[src/rtl/serial_alu_pkg.sv]
// Shared opcode and state encodings for the bit-serial ALU sequencer.
// SERIAL_ALU_SUB_EN (optional) enables the SUB opcode in serial_alu_ctrl.
package serial_alu_pkg;

    localparam logic [2:0] OP_XOR = 3'b000;
    localparam logic [2:0] OP_AND = 3'b001;
    localparam logic [2:0] OP_OR  = 3'b010;
    localparam logic [2:0] OP_ADD = 3'b011;
    localparam logic [2:0] OP_SUB = 3'b100;

    typedef enum logic [1:0] {
        S_IDLE = 2'd0,
        S_RUN  = 2'd1,
        S_DONE = 2'd2
    } state_t;

endpackage

[src/rtl/alu_bit_slice.sv]
// One-bit ALU slice: xor/and/or/full-add selected by op[1:0].
// cout is forced low for the logic ops so the carry chain stays clean.
module alu_bit_slice
    import serial_alu_pkg::*;
(
    input  logic       a,
    input  logic       b,
    input  logic       cin,
    input  logic [1:0] op,
    output logic       out,
    output logic       cout
);

    always_comb begin
        out  = a ^ b;
        cout = 1'b0;
        case (op)
            OP_AND[1:0]: out = a & b;
            OP_OR[1:0]:  out = a | b;
            OP_ADD[1:0]: begin
                out  = a ^ b ^ cin;
                cout = (a & b) | (cin & (a ^ b));
            end
            default: ;
        endcase
    end

endmodule

[src/rtl/serial_alu_ctrl.sv]
// Bit-serial ALU sequencer: one slice, WIDTH cycles LSB first, start/busy/done handshake.
// Optional macro SERIAL_ALU_SUB_EN adds op 100 (a-b); otherwise op 100 runs as XOR.
//
//   state  | meaning
//   S_IDLE | waiting for start; operands and op latched on acceptance
//   S_RUN  | one slice cycle per clock, cnt counts 0..WIDTH-1
//   S_DONE | done pulse; result/carry_out/zero valid, return to idle
module serial_alu_ctrl
    import serial_alu_pkg::*;
#(
    parameter int WIDTH = 32,
    parameter int CNTW  = $clog2(WIDTH)
) (
    input  logic             clk,
    input  logic             reset_n,
    input  logic             start,
    input  logic [2:0]       op,
    input  logic [WIDTH-1:0] a,
    input  logic [WIDTH-1:0] b,
    output logic             busy,
    output logic             done,
    output logic [WIDTH-1:0] result,
    output logic             carry_out,
    output logic             zero
);

    localparam logic [CNTW-1:0] LAST = CNTW'(WIDTH - 1);

    state_t           state;
    logic [WIDTH-1:0] sa;
    logic [WIDTH-1:0] sb;
    logic [WIDTH-2:0] sr;
    logic [1:0]       op_q;
    logic             carry;
    logic [CNTW-1:0]  cnt;

    logic             slice_b;
    logic             slice_out;
    logic             slice_cout;
    logic [WIDTH-1:0] res_next;

`ifdef SERIAL_ALU_SUB_EN
    logic             sub_q;
    assign slice_b = sb[0] ^ sub_q;
`else
    assign slice_b = sb[0];
`endif

    // Only WIDTH-1 bits are stored; the final bit lands straight in result.
    assign res_next = {slice_out, sr};

    alu_bit_slice u_slice (
        .a    (sa[0]),
        .b    (slice_b),
        .cin  (carry),
        .op   (op_q),
        .out  (slice_out),
        .cout (slice_cout)
    );

    always_ff @(posedge clk) begin
        if (!reset_n) begin
            state     <= S_IDLE;
            busy      <= 1'b0;
            done      <= 1'b0;
            result    <= '0;
            carry_out <= 1'b0;
            zero      <= 1'b0;
            sa        <= '0;
            sb        <= '0;
            sr        <= '0;
            op_q      <= OP_XOR[1:0];
            carry     <= 1'b0;
            cnt       <= '0;
`ifdef SERIAL_ALU_SUB_EN
            sub_q     <= 1'b0;
`endif
        end else begin
            case (state)
                S_IDLE: begin
                    done <= 1'b0;
                    if (start) begin
                        state <= S_RUN;
                        busy  <= 1'b1;
                        sa    <= a;
                        sb    <= b;
                        cnt   <= '0;
`ifdef SERIAL_ALU_SUB_EN
                        sub_q <= (op == OP_SUB);
                        carry <= (op == OP_SUB);
`else
                        carry <= 1'b0;
`endif
                        case (op)
                            OP_AND:  op_q <= OP_AND[1:0];
                            OP_OR:   op_q <= OP_OR[1:0];
                            OP_ADD:  op_q <= OP_ADD[1:0];
`ifdef SERIAL_ALU_SUB_EN
                            OP_SUB:  op_q <= OP_ADD[1:0];
`endif
                            default: op_q <= OP_XOR[1:0];
                        endcase
                    end
                end
                S_RUN: begin
                    sr    <= res_next[WIDTH-1:1];
                    sa    <= sa >> 1;
                    sb    <= sb >> 1;
                    carry <= slice_cout;
                    cnt   <= cnt + CNTW'(1);
                    if (cnt == LAST) begin
                        state     <= S_DONE;
                        done      <= 1'b1;
                        result    <= res_next;
                        carry_out <= slice_cout;
                        zero      <= (res_next == '0);
                    end
                end
                S_DONE: begin
                    state <= S_IDLE;
                    done  <= 1'b0;
                    busy  <= 1'b0;
                end
                default: begin
                    state <= S_IDLE;
                    done  <= 1'b0;
                    busy  <= 1'b0;
                end
            endcase
        end
    end

endmodule

[config.mk]
export PLATFORM = sky130hd
export DESIGN_NAME = serial_alu_ctrl
export DESIGN_NICKNAME = d
export VERILOG_FILES = /design/src/rtl/serial_alu_pkg.sv /design/src/rtl/alu_bit_slice.sv /design/src/rtl/serial_alu_ctrl.sv
export SDC_FILE = /design/constraint.sdc
export NUM_CORES = 1
export LEC_CHECK = 0
export ABC_AREA = 1
export CAP_MARGIN = 20
export CORE_ASPECT_RATIO = 0.5
export CORE_MARGIN = 2
export CORE_UTILIZATION = 45
export CTS_CLUSTER_DIAMETER = 150
export DETAILED_ROUTE_END_ITERATION = 8
export PLACE_DENSITY = 0.77
export SETUP_SLACK_MARGIN = 0.2
export SLEW_MARGIN = 20
export SYNTH_ARGS = -nofsm -noshare
export SYNTH_HDL_FRONTEND = slang
export SYNTH_SLANG_ARGS = --single-unit
[constraint.sdc]
create_clock -name clk -period 1.7 [get_ports clk]
set_clock_uncertainty 0.1 [all_clocks]
set_input_delay 0.17 -clock clk [delete_from_list [all_inputs] [get_ports clk]]
set_output_delay 0.17 -clock clk [all_outputs]
set_load 0.01 [all_outputs]
==> metrics.csv, run 1 <==
stage,metric,value,unit
routing,drtAntennaViolNets,0,
yosys,synth_seq_area_share,0.509,
cells_and_area,area_growth,42.6,%
yosys,synth_fp_nets,805,
floorplan,start_util,0.465,
floorplan,coreArea,11900,sq um
sta,relSlewSlack,0.651,
clocking,clk_pin_slew,0.06,ns
grt,grt.total_usage,0.230,
routing,wire_per_inst,16.0,um
sta,fin_hold_ws,0.137,ns
critical_path,critPathCaptureType,register,
critical_path,crit_type,register to register,
sta,tightestPinTransition,0.517,ns
critical_path,worstPathRequired,1.95,ns
run,drv_cap,0,
grt,antenna_found_initial,0,
floorplan,die_h,82.5,um
clocking,clock_latency,0.42,ns
sta,fin_crit,1.61,ns
placement,io_buffers,105,
sta,rsz0062_at_grt,yes,
yosys,yosys.cell_types.count,28,
routing,via_count,5387,
grt,grt_pass1_vias,4996,
hold_path,hold_class,input port to register,
outcome,outcome,"finished, final reports clean",
cells_and_area,nets,920,
sta,timing_hold_violations_final,0,
floorplan,die_x,161,um
clocking,cts_tree,built,
sta,slew_violations,0,
power,powerDensity,1080,nW/um^2
clocking,cts_htree_levels,4,
floorplan,dieArea,13300,sq um
yosys,netlist_area,5540,sq um
routing,drtPass1Iterations,5,
critical_path,crit_fanout,2,
yosys,ys_ff_latch,141,
clocking,cts_buffers,17,
grt,grt.overflow.total,0,
cells_and_area,drive_gt1_frac,0.149,
routing,viasPerCell,5.27,
grt,grt_max_degree,47,
power,vdd_drop_max,0.725,mV
routing,route.detailed.drc,0,
sta,period_share,0.945,
sta,fmaxAchievable,622,MHz
yosys,synthArstFlopShare,0,
critical_path,arrival,1.86,ns
cells_and_area,antenna_cells,0,
power,leakage,3.43,nW
placement,place_hpwl,8.97,mm
sta,tns,0,ns
critical_path,path_cells,fa_1 -> nand3_1 -> nand3_2 -> nor3_4 -> nand2_1 -> a21oi_1,
yosys,synth-edff-count,0,
floorplan,row_count,28,
grt,grt_first_pass_wirelength,24.0,mm
clocking,cts_max_path_buffers,2,
placement,place.gp.congestion,0.759,
critical_path,slowest_delay,0.47,ns
yosys,yosys_warnings,0,
yosys,synth_flop_cell,dfxtp_1,
yosys,synth_area_per_cell,7.59,sq um
sta,setup_viol,0,
clocking,cts.root.buffer_cell,clkbuf_16,
clocking,cts_sinks,141,
floorplan,ios,106,
critical_path,critical_path.slowest_cell,fa_1,
routing,wirelength,16.3,mm
power,total_power,8.52,mW
yosys,synthCells,730,
routing,first_iter_violations,470,
critical_path,start_kind,register,
[state kept, by name, summed over array words and instances (netlist names)]
signal	count
carry	1
sb	32
sa	32
busy	1
result	32
op_q	2
done	1
sr	31
zero	1
cnt	5
carry_out	1
state	2
[placed cells by master, fill, tap and decap left out, types with 3 or more instances in the layout]
master / Yosys / final
buf_4: 1 / 19
clkinv_4: 0 / 3
o21ai_1: 1 / 12
a21oi_2: 0 / 13
buf_6: 0 / 5
dfxtp_2: 0 / 8
a31oi_1: 7 / 7
o211ai_1: 13 / 13
nand2_2: 1 / 4
a22oi_1: 20 / 16
clkinv_2: 0 / 3
o311ai_0: 3 / 3
a21oi_1: 58 / 45
inv_2: 2 / 5
buf_12: 0 / 5
nand3_1: 29 / 28
nor2_1: 85 / 83
dfxtp_1: 141 / 133
nand2_1: 171 / 159
nand2_4: 0 / 9
a22oi_2: 0 / 4
inv_1: 62 / 57
o221ai_1: 10 / 10
clkdlybuf4s50_1: 0 / 68
o21ai_0: 63 / 50
clkbuf_16: 0 / 24
dlygate4sd2_1: 0 / 36
clkinvlp_4: 0 / 3
[metal layers]
layer | wire, um | GRT usage | share of wire | up-vias
li1 | - | - | - | 2629
met1 | 7180 | 0.285 | 0.44 | 2562
met2 | 8090 | 0.409 | 0.50 | 173
met3 | 821 | 0.0475 | 0.050 | 23
met4 | 231 | 0.0813 | 0.014 | 0
met5 | 0 | 0 | 0 | -
[per-stage QoR]
step | setup slack [ns] | util | area (sq um) | std cells
2_1_floorplan | 0.160 | - | 5610 | 730
3_5_place_dp | 0.0666 | 0.574 | 6840 | 972
3_3_place_gp | 0.0915 | 0.574 | 6840 | 972
6_report | 0.0927 | 0.664 | 7910 | 1023
4_1_cts | 0.120 | 0.636 | 7570 | 1011
5_1_grt | 0.0386 | 0.664 | 7910 | 1023
[logic make-up after synthesis]
family | synth area share
adders and majority gates | 0.0126
DFF | 0.509
buffers and inverters | 0.0840
and+or+nand+nor | 0.206
AOI/OAI and AO/OA | 0.188
[critical path, delay by kind of cell (launching register included)]
family          cells  cell delay (ns)
flops               1             0.33
fa+ha+maj           1             0.47
compound gates      1             0.11
simple gates        4             0.53
[layout make-up]
class	count	area, sq um
clock buffers	19	443
clock inverters	13	141
fillers	939	4010
inverters	65	259
multi-input cells	475	2460
flip-flops and latches	141	2830
well taps	165	206
repair buffers	145	1560
[repair_timing]
action	CTS	global route
cloned	2	8
hold buffers	0	0
resized for setup	68	45
buffers inserted	5	4
pin swaps	11	20
endpoints found under the setup margin	85	122
hold endpoints to repair	0	0
[power breakdown]
group,internal [mW],leakage [nW],switching [mW],total [mW]
sequential,3.51,1.16,0.149,3.66
combinational,0.526,1.99,0.636,1.16
clock,2.20,0.280,1.49,3.70
[worst paths after layout]
check / start / end / slack, ns / cells past startpoint
setup reg to reg: carry$_SDFFE_PN0P_ / zero$_SDFFE_PN0P_ / 0.09 / 6
hold / removal: reset_n / sa[0]$_SDFFE_PN0P_ / 0.14 / 3
hold reg to reg: result[20]$_SDFFE_PN0P_ / result[20]$_SDFFE_PN0P_ / 0.36 / 2
setup / recovery: carry$_SDFFE_PN0P_ / zero$_SDFFE_PN0P_ / 0.09 / 6
[cells in the mapped netlist, drive strengths merged, types with 4 or more instances]
cell type | count | share of area
a21oi | 58 | 0.052
a22oi | 20 | 0.027
a31oi | 7 | 0.0079
buf | 34 | 0.030
clkbuf | 15 | 0.010
dfxtp | 141 | 0.51
ha | 4 | 0.0090
inv | 64 | 0.043
nand2 | 172 | 0.12
nand3 | 29 | 0.026
nor2 | 86 | 0.059
o211ai | 13 | 0.018
o21ai | 64 | 0.058
o221ai | 10 | 0.016
No activity file was read; power rests on OpenSTA's default activity.
==> run 2: changes to the inputs <==
CORE_UTILIZATION = 47   (was 45)
PLACE_DENSITY = 0.8   (was 0.77)
==> metrics.csv, run 2 (synthesis gave the netlist of run 1 again) <==
stage,metric,value,unit,change
sta,fmaxAchievable,619,MHz,was 622 MHz
critical_path,crit_fanout,9,,was 2
floorplan,dieArea,12700,sq um,"was 13,300 sq um"
routing,route.detailed.drc,0,,unchanged
grt,grt_first_pass_wirelength,23.6,mm,was 24.0 mm
cells_and_area,final_util,0.698,,was 0.664
hold_path,hold_class,input port to register,,unchanged
sta,fin_crit,1.62,ns,was 1.61 ns
cells_and_area,antenna_cells,0,,unchanged
run,drv_cap,0,,unchanged
clocking,cts_sinks,141,,unchanged
power,powerDensity,1080,nW/um^2,about the same
grt,grt.total_usage,0.235,,was 0.230
cells_and_area,largest_registers,"result: 32 flops, sa: 32 flops, sb: 32 flops",,unchanged
placement,io_buffers,105,,unchanged
placement,place_hpwl,9.00,mm,was 8.97 mm
critical_path,arrival,1.87,ns,was 1.86 ns
clocking,clock_latency,0.42,ns,about the same
critical_path,start_kind,register,,unchanged
routing,drtAntennaViolNets,0,,unchanged
cells_and_area,nets,919,,was 920
critical_path,crit_type,register to register,,unchanged
routing,first_iter_violations,467,,was 470
placement,dp_cells,965,,was 972
routing,wirelength,15.6,mm,was 16.3 mm
cells_and_area,fill_cells,835,,was 939
outcome,outcome,"finished, final reports clean",,unchanged
grt,grt_max_degree,49,,was 47
critical_path,critPathCaptureType,register,,unchanged
cells_and_area,fin_cells,1016,,"was 1,023"
floorplan,ios,106,,unchanged
grt,antenna_found_initial,0,,unchanged
floorplan,coreArea,11200,sq um,"was 11,900 sq um"
clocking,cts_max_path_buffers,2,,unchanged
placement,place.gp.congestion,0.800,,was 0.759
routing,viasPerCell,5.33,,was 5.27
floorplan,row_count,27,,was 28
floorplan,die_x,158,um,was 161 um
clocking,cts.root.buffer_cell,clkbuf_16,,unchanged
critical_path,worstPathRequired,1.95,ns,about the same
power,leakage,3.39,nW,was 3.43 nW
power,vdd_drop_max,0.577,mV,was 0.725 mV
routing,drtPass1Iterations,5,,unchanged
sta,setup_viol,0,,unchanged
sta,slew_violations,0,,unchanged
floorplan,start_util,0.493,,was 0.465
sta,tightestPinTransition,0.426,ns,was 0.517 ns
sta,tns,0,ns,unchanged
cells_and_area,final_cell_mix,"nand2_1, dfxtp_1, nor2_1",,unchanged
cells_and_area,layout_commonest_cell,nand2_1,,unchanged
floorplan,die_h,80.8,um,was 82.5 um
clocking,cts_buffers,17,,unchanged
sta,period_share,0.950,,was 0.945
clocking,clk_pin_slew,0.06,ns,about the same
routing,wire_per_inst,15.4,um,was 16.0 um
sta,relSlewSlack,0.716,,was 0.651
grt,grt.overflow.total,0,,unchanged
cells_and_area,area_growth,41.6,%,was 42.6%
clocking,cts_tree,built,,unchanged
routing,via_count,5419,,"was 5,387"
sta,rsz0062_at_grt,yes,,unchanged
cells_and_area,drive_gt1_frac,0.138,,was 0.149
clocking,ctsHoldBuffers,0,,unchanged
clocking,cts_htree_levels,4,,unchanged
grt,grt_pass1_vias,4977,,"was 4,996"
sta,timing_hold_violations_final,0,,unchanged
[run 2: cell count changes in the layout (fill, tap and decap cells not counted), moves of 3 or more]
cell and change:
a21oi_2 -3, a21oi_1 +3, a22oi_1 +4, dfxtp_2 -3, clkinv_2 -3, a22oi_2 -4, buf_4 +3
[run 2: layer usage]
layer / wire (um) / GRT usage / vias up / part of all wire
li1: - / - / 2626 / -
met4: 281 / 0.103 / 0 / 0.018
met3: 919 / 0.0486 / 30 / 0.059
met5: 0 / 0 / - / 0
met2: 7680 / 0.402 / 191 / 0.49
met1: 6760 / 0.293 / 2572 / 0.43
[run 2: where the power goes]
part	internal, mW	switching [mW]
combinational	0.507	0.613
sequential	3.51	0.144
clock	2.25	1.45
[run 2: path summary, 6_finish.rpt]
check                               start                       to  cells after the start  slack (ns)
setup / recovery      cnt[1]$_SDFFE_PN0P_   result[9]$_SDFFE_PN0P_                      9        0.08
hold / removal                    reset_n   carry_out$_SDFFE_PN0P_                      4        0.13
setup reg to reg      cnt[1]$_SDFFE_PN0P_   result[9]$_SDFFE_PN0P_                      9        0.08
hold reg to reg   result[24]$_SDFFE_PN0P_  result[24]$_SDFFE_PN0P_                      2        0.36
[run 2: worst max-delay path: stages, from the launching register on]
cell       delay, ns
dfxtp_2         0.35
ha_4            0.14
inv_2           0.03
nor3_2          0.11
ha_2            0.23
nand2_4         0.11
inv_8           0.11
clkbuf_16       0.16
o21ai_0         0.07
a21oi_1         0.13
[run 2: stage by stage]
stage                     total power, mW  hold WS (ns)  instance area, sq um  worst slack (ns)
after CTS                            8.39         0.116                  7530            0.0784
after global routing                 8.79         0.153                  7850           0.00666
final                                8.48         0.132                  7850            0.0844
after floorplan                      4.28         0.216                  5610             0.160
after global placement               4.63         0.352                  6830            0.0986
after detailed placement             4.65         0.355                  6830           0.00791
[run 2: layout make-up]
class	count	area [sq um]	share of cell area
Sequential cell	141	2830	0.361
Multi-Input combinational cell	475	2450	0.312
Timing Repair Buffer	144	1520	0.193
Clock buffer	21	460	0.0587
Inverter	65	259	0.0330
Tap cell	159	199	0.0253
Clock inverter	11	134	0.0171
[run 2: repair_timing]
| item | in CTS | in global routing |
|---|---|---|
| cloned | 2 | 6 |
| gates resized for setup | 49 | 53 |
| pin swaps | 8 | 7 |
| buffers inserted | 5 | 6 |
| setup endpoints to repair | 88 | 105 |
==> run 3: changes to the inputs <==
CORE_UTILIZATION = 52   (was 47)
PLACE_DENSITY = 0.84   (was 0.8)
SKIP_CTS_REPAIR_TIMING = 1   (was not set)
clock period = 1.5 ns   (was 1.7 ns; I/O delays follow)
==> metrics.csv, run 3 (synthesis gave the netlist of run 1 again) <==
stage,metric,value,unit,change
critical_path,arrival,1.97,ns,was 1.87 ns
critical_path,worstPathBufferInverterCount,0,,was 3
floorplan,coreArea,10300,sq um,"was 11,200 sq um"
critical_path,slowest_delay,0.47,ns,was 0.35 ns
power,powerDensity,1200,nW/um^2,was 1080 nW/um^2
clocking,cts_htree_levels,4,,unchanged
grt,grt.overflow.total,0,,unchanged
power,leakage,4.42,nW,was 3.39 nW
clocking,cts_tree,built,,unchanged
power,vdd_drop_max,1.11,mV,was 0.577 mV
routing,via_count,6400,,"was 5,419"
cells_and_area,final_util,0.889,,was 0.698
cells_and_area,drive_gt1_frac,0.287,,was 0.138
sta,slew_violations,0,,unchanged
routing,route.detailed.drc,0,,unchanged
routing,viasPerCell,6.26,,was 5.33
routing,wire_per_inst,22.9,um,was 15.4 um
sta,timing_hold_violations_final,0,,unchanged
floorplan,row_count,26,,was 27
sta,rsz0062_at_grt,yes,,unchanged
placement,post-place-ws,-0.108,ns,was 0.00791 ns
grt,grt_max_degree,42,,was 49
routing,drtAntennaViolNets,0,,unchanged
floorplan,die_x,150,um,was 158 um
critical_path,critPathTopFamily,simple AND/OR/NAND/NOR gates,,was adder cells
sta,relSlewSlack,0.662,,was 0.716
critical_path,critPathCaptureType,register,,unchanged
critical_path,worstPathRequired,1.75,ns,was 1.95 ns
placement,io_buffers,105,,unchanged
sta,final.setup.worst_slack,-0.214,ns,was 0.0844 ns
clocking,cts_buffers,17,,unchanged
routing,wirelength,23.5,mm,was 15.6 mm
sta,setup_viol,83,,was 0
critical_path,crit_fanout,3,,was 9
cells_and_area,area_growth,64.8,%,was 41.6%
power,total_power,11.0,mW,was 8.48 mW
floorplan,ios,106,,unchanged
critical_path,crit_type,register to register,,unchanged
routing,drtPass1Iterations,5,,unchanged
clocking,cts_max_path_buffers,2,,unchanged
grt,grt.total_usage,0.256,,was 0.235
placement,place_hpwl,8.96,mm,was 9.00 mm
hold_path,hold_class,input port to register,,unchanged
cells_and_area,fill_cells,390,,was 835
cells_and_area,largest_registers,"result: 32 flops, sa: 32 flops, sb: 32 flops",,unchanged
clocking,clock_latency,0.43,ns,was 0.42 ns
routing,first_iter_violations,782,,was 467
run,drv_cap,0,,unchanged
grt,grt_pass1_vias,5212,,"was 4,977"
critical_path,path_cells,fa_1 -> nand3_1 -> nand3_2 -> nor3_2 -> nand2_1 -> a21oi_1,,was ha_4 -> inv_2 -> nor3_2 -> ha_2 -> nand2_4 -> inv_8 -> clkbuf_16 -> o21ai_0 -> a21oi_1
outcome,outcome,finished with violations,,"was finished, final reports clean"
floorplan,dieArea,11600,sq um,"was 12,700 sq um"
grt,grt_first_pass_wirelength,23.7,mm,was 23.6 mm
clocking,cts.root.buffer_cell,clkbuf_16,,unchanged
cells_and_area,nets,945,,was 919
floorplan,die_h,77.0,um,was 80.8 um
sta,tightestPinTransition,0.507,ns,was 0.426 ns
sta,fin_crit,1.71,ns,was 1.62 ns
clocking,cts_sinks,141,,unchanged
floorplan,start_util,0.539,,was 0.493
cells_and_area,final_cell_mix,"dfxtp_1, nand2_1, nor2_1",,"was nand2_1, dfxtp_1, nor2_1"
critical_path,start_kind,register,,unchanged
outcome,violations,setup timing,,
clocking,clk_pin_slew,0.06,ns,about the same
cells_and_area,antenna_cells,0,,unchanged
cells_and_area,layout_commonest_cell,dfxtp_1,,was nand2_1
placement,place.gp.congestion,0.829,,was 0.800
critical_path,critical_path.slowest_cell,fa_1,,was dfxtp_2
grt,antenna_found_initial,0,,unchanged
sta,period_share,1.14,,was 0.950
sta,fmaxAchievable,584,MHz,was 619 MHz
-- run 3: cell types whose count changed in the layout (fill, tap and decap cells not counted), sizes merged --
cell          previous run  this run
dlygate4sd2             36         0
dlymetal6s2s             0        36
buf                     34        50
clkbuf                  26        35
bufinv                   2         5
clkinv                   4         6
inv                     66        64
bufbuf                   1         0
clkinvlp                 4         3
-- run 3: power breakdown --
group / internal (mW) / switching (mW)
clock: 3.01 / 1.80
sequential: 3.98 / 0.224
combinational: 0.885 / 1.08
total: 7.87 / 3.09
-- run 3: layout make-up --
class / count / area (sq um) / share of cell area
repair buffers: 170 / 2150 / 0.235
well taps: 140 / 175 / 0.0192
clock inverters: 13 / 213 / 0.0233
inverters: 65 / 279 / 0.0305
clock buffers: 19 / 443 / 0.0485
flip-flops and latches: 141 / 2840 / 0.310
multi-input cells: 475 / 3040 / 0.333
-- run 3: worst paths after layout --
| kind | from | endpoint | slack [ns] | cells after the start |
|---|---|---|---|---|
| worst max register to register | sb[0]$_SDFFE_PN0P_ | zero$_SDFFE_PN0P_ | -0.21 | 6 |
| worst max-delay path | sb[0]$_SDFFE_PN0P_ | zero$_SDFFE_PN0P_ | -0.21 | 6 |
| worst min register to register | result[18]$_SDFFE_PN0P_ | result[18]$_SDFFE_PN0P_ | 0.36 | 2 |
| worst min-delay path | reset_n | state[0]$_SDFFE_PN0P_ | 0.02 | 3 |
-- run 3: metal layers --
layer,track usage,part of all wire
met1,0.314,0.35
met2,0.449,0.48
met3,0.0464,0.11
met4,0.0972,0.065
met5,0,0
-- run 3: metrics by stage --
stage	TNS [ns]	hold slack, ns	instances	cell area (sq um)
2_1_floorplan	-0.600	0.196	730	5620
3_3_place_gp	-1.70	0.350	953	6900
3_5_place_dp	-4.08	0.356	953	6900
4_1_cts	-3.70	0.0644	985	7550
5_1_grt	-9.73	0.0267	1023	9140
6_report	-5.30	0.0228	1023	9140
-- run 3: worst register-to-register path: cells and delay by family, from the launching register on --
family | cells | cell delay, ns
AND/OR/NAND/NOR | 4 | 0.57
flip-flops | 1 | 0.36
adder cells (fa/ha/maj) | 1 | 0.48
AO/OA/AOI/OAI | 1 | 0.14
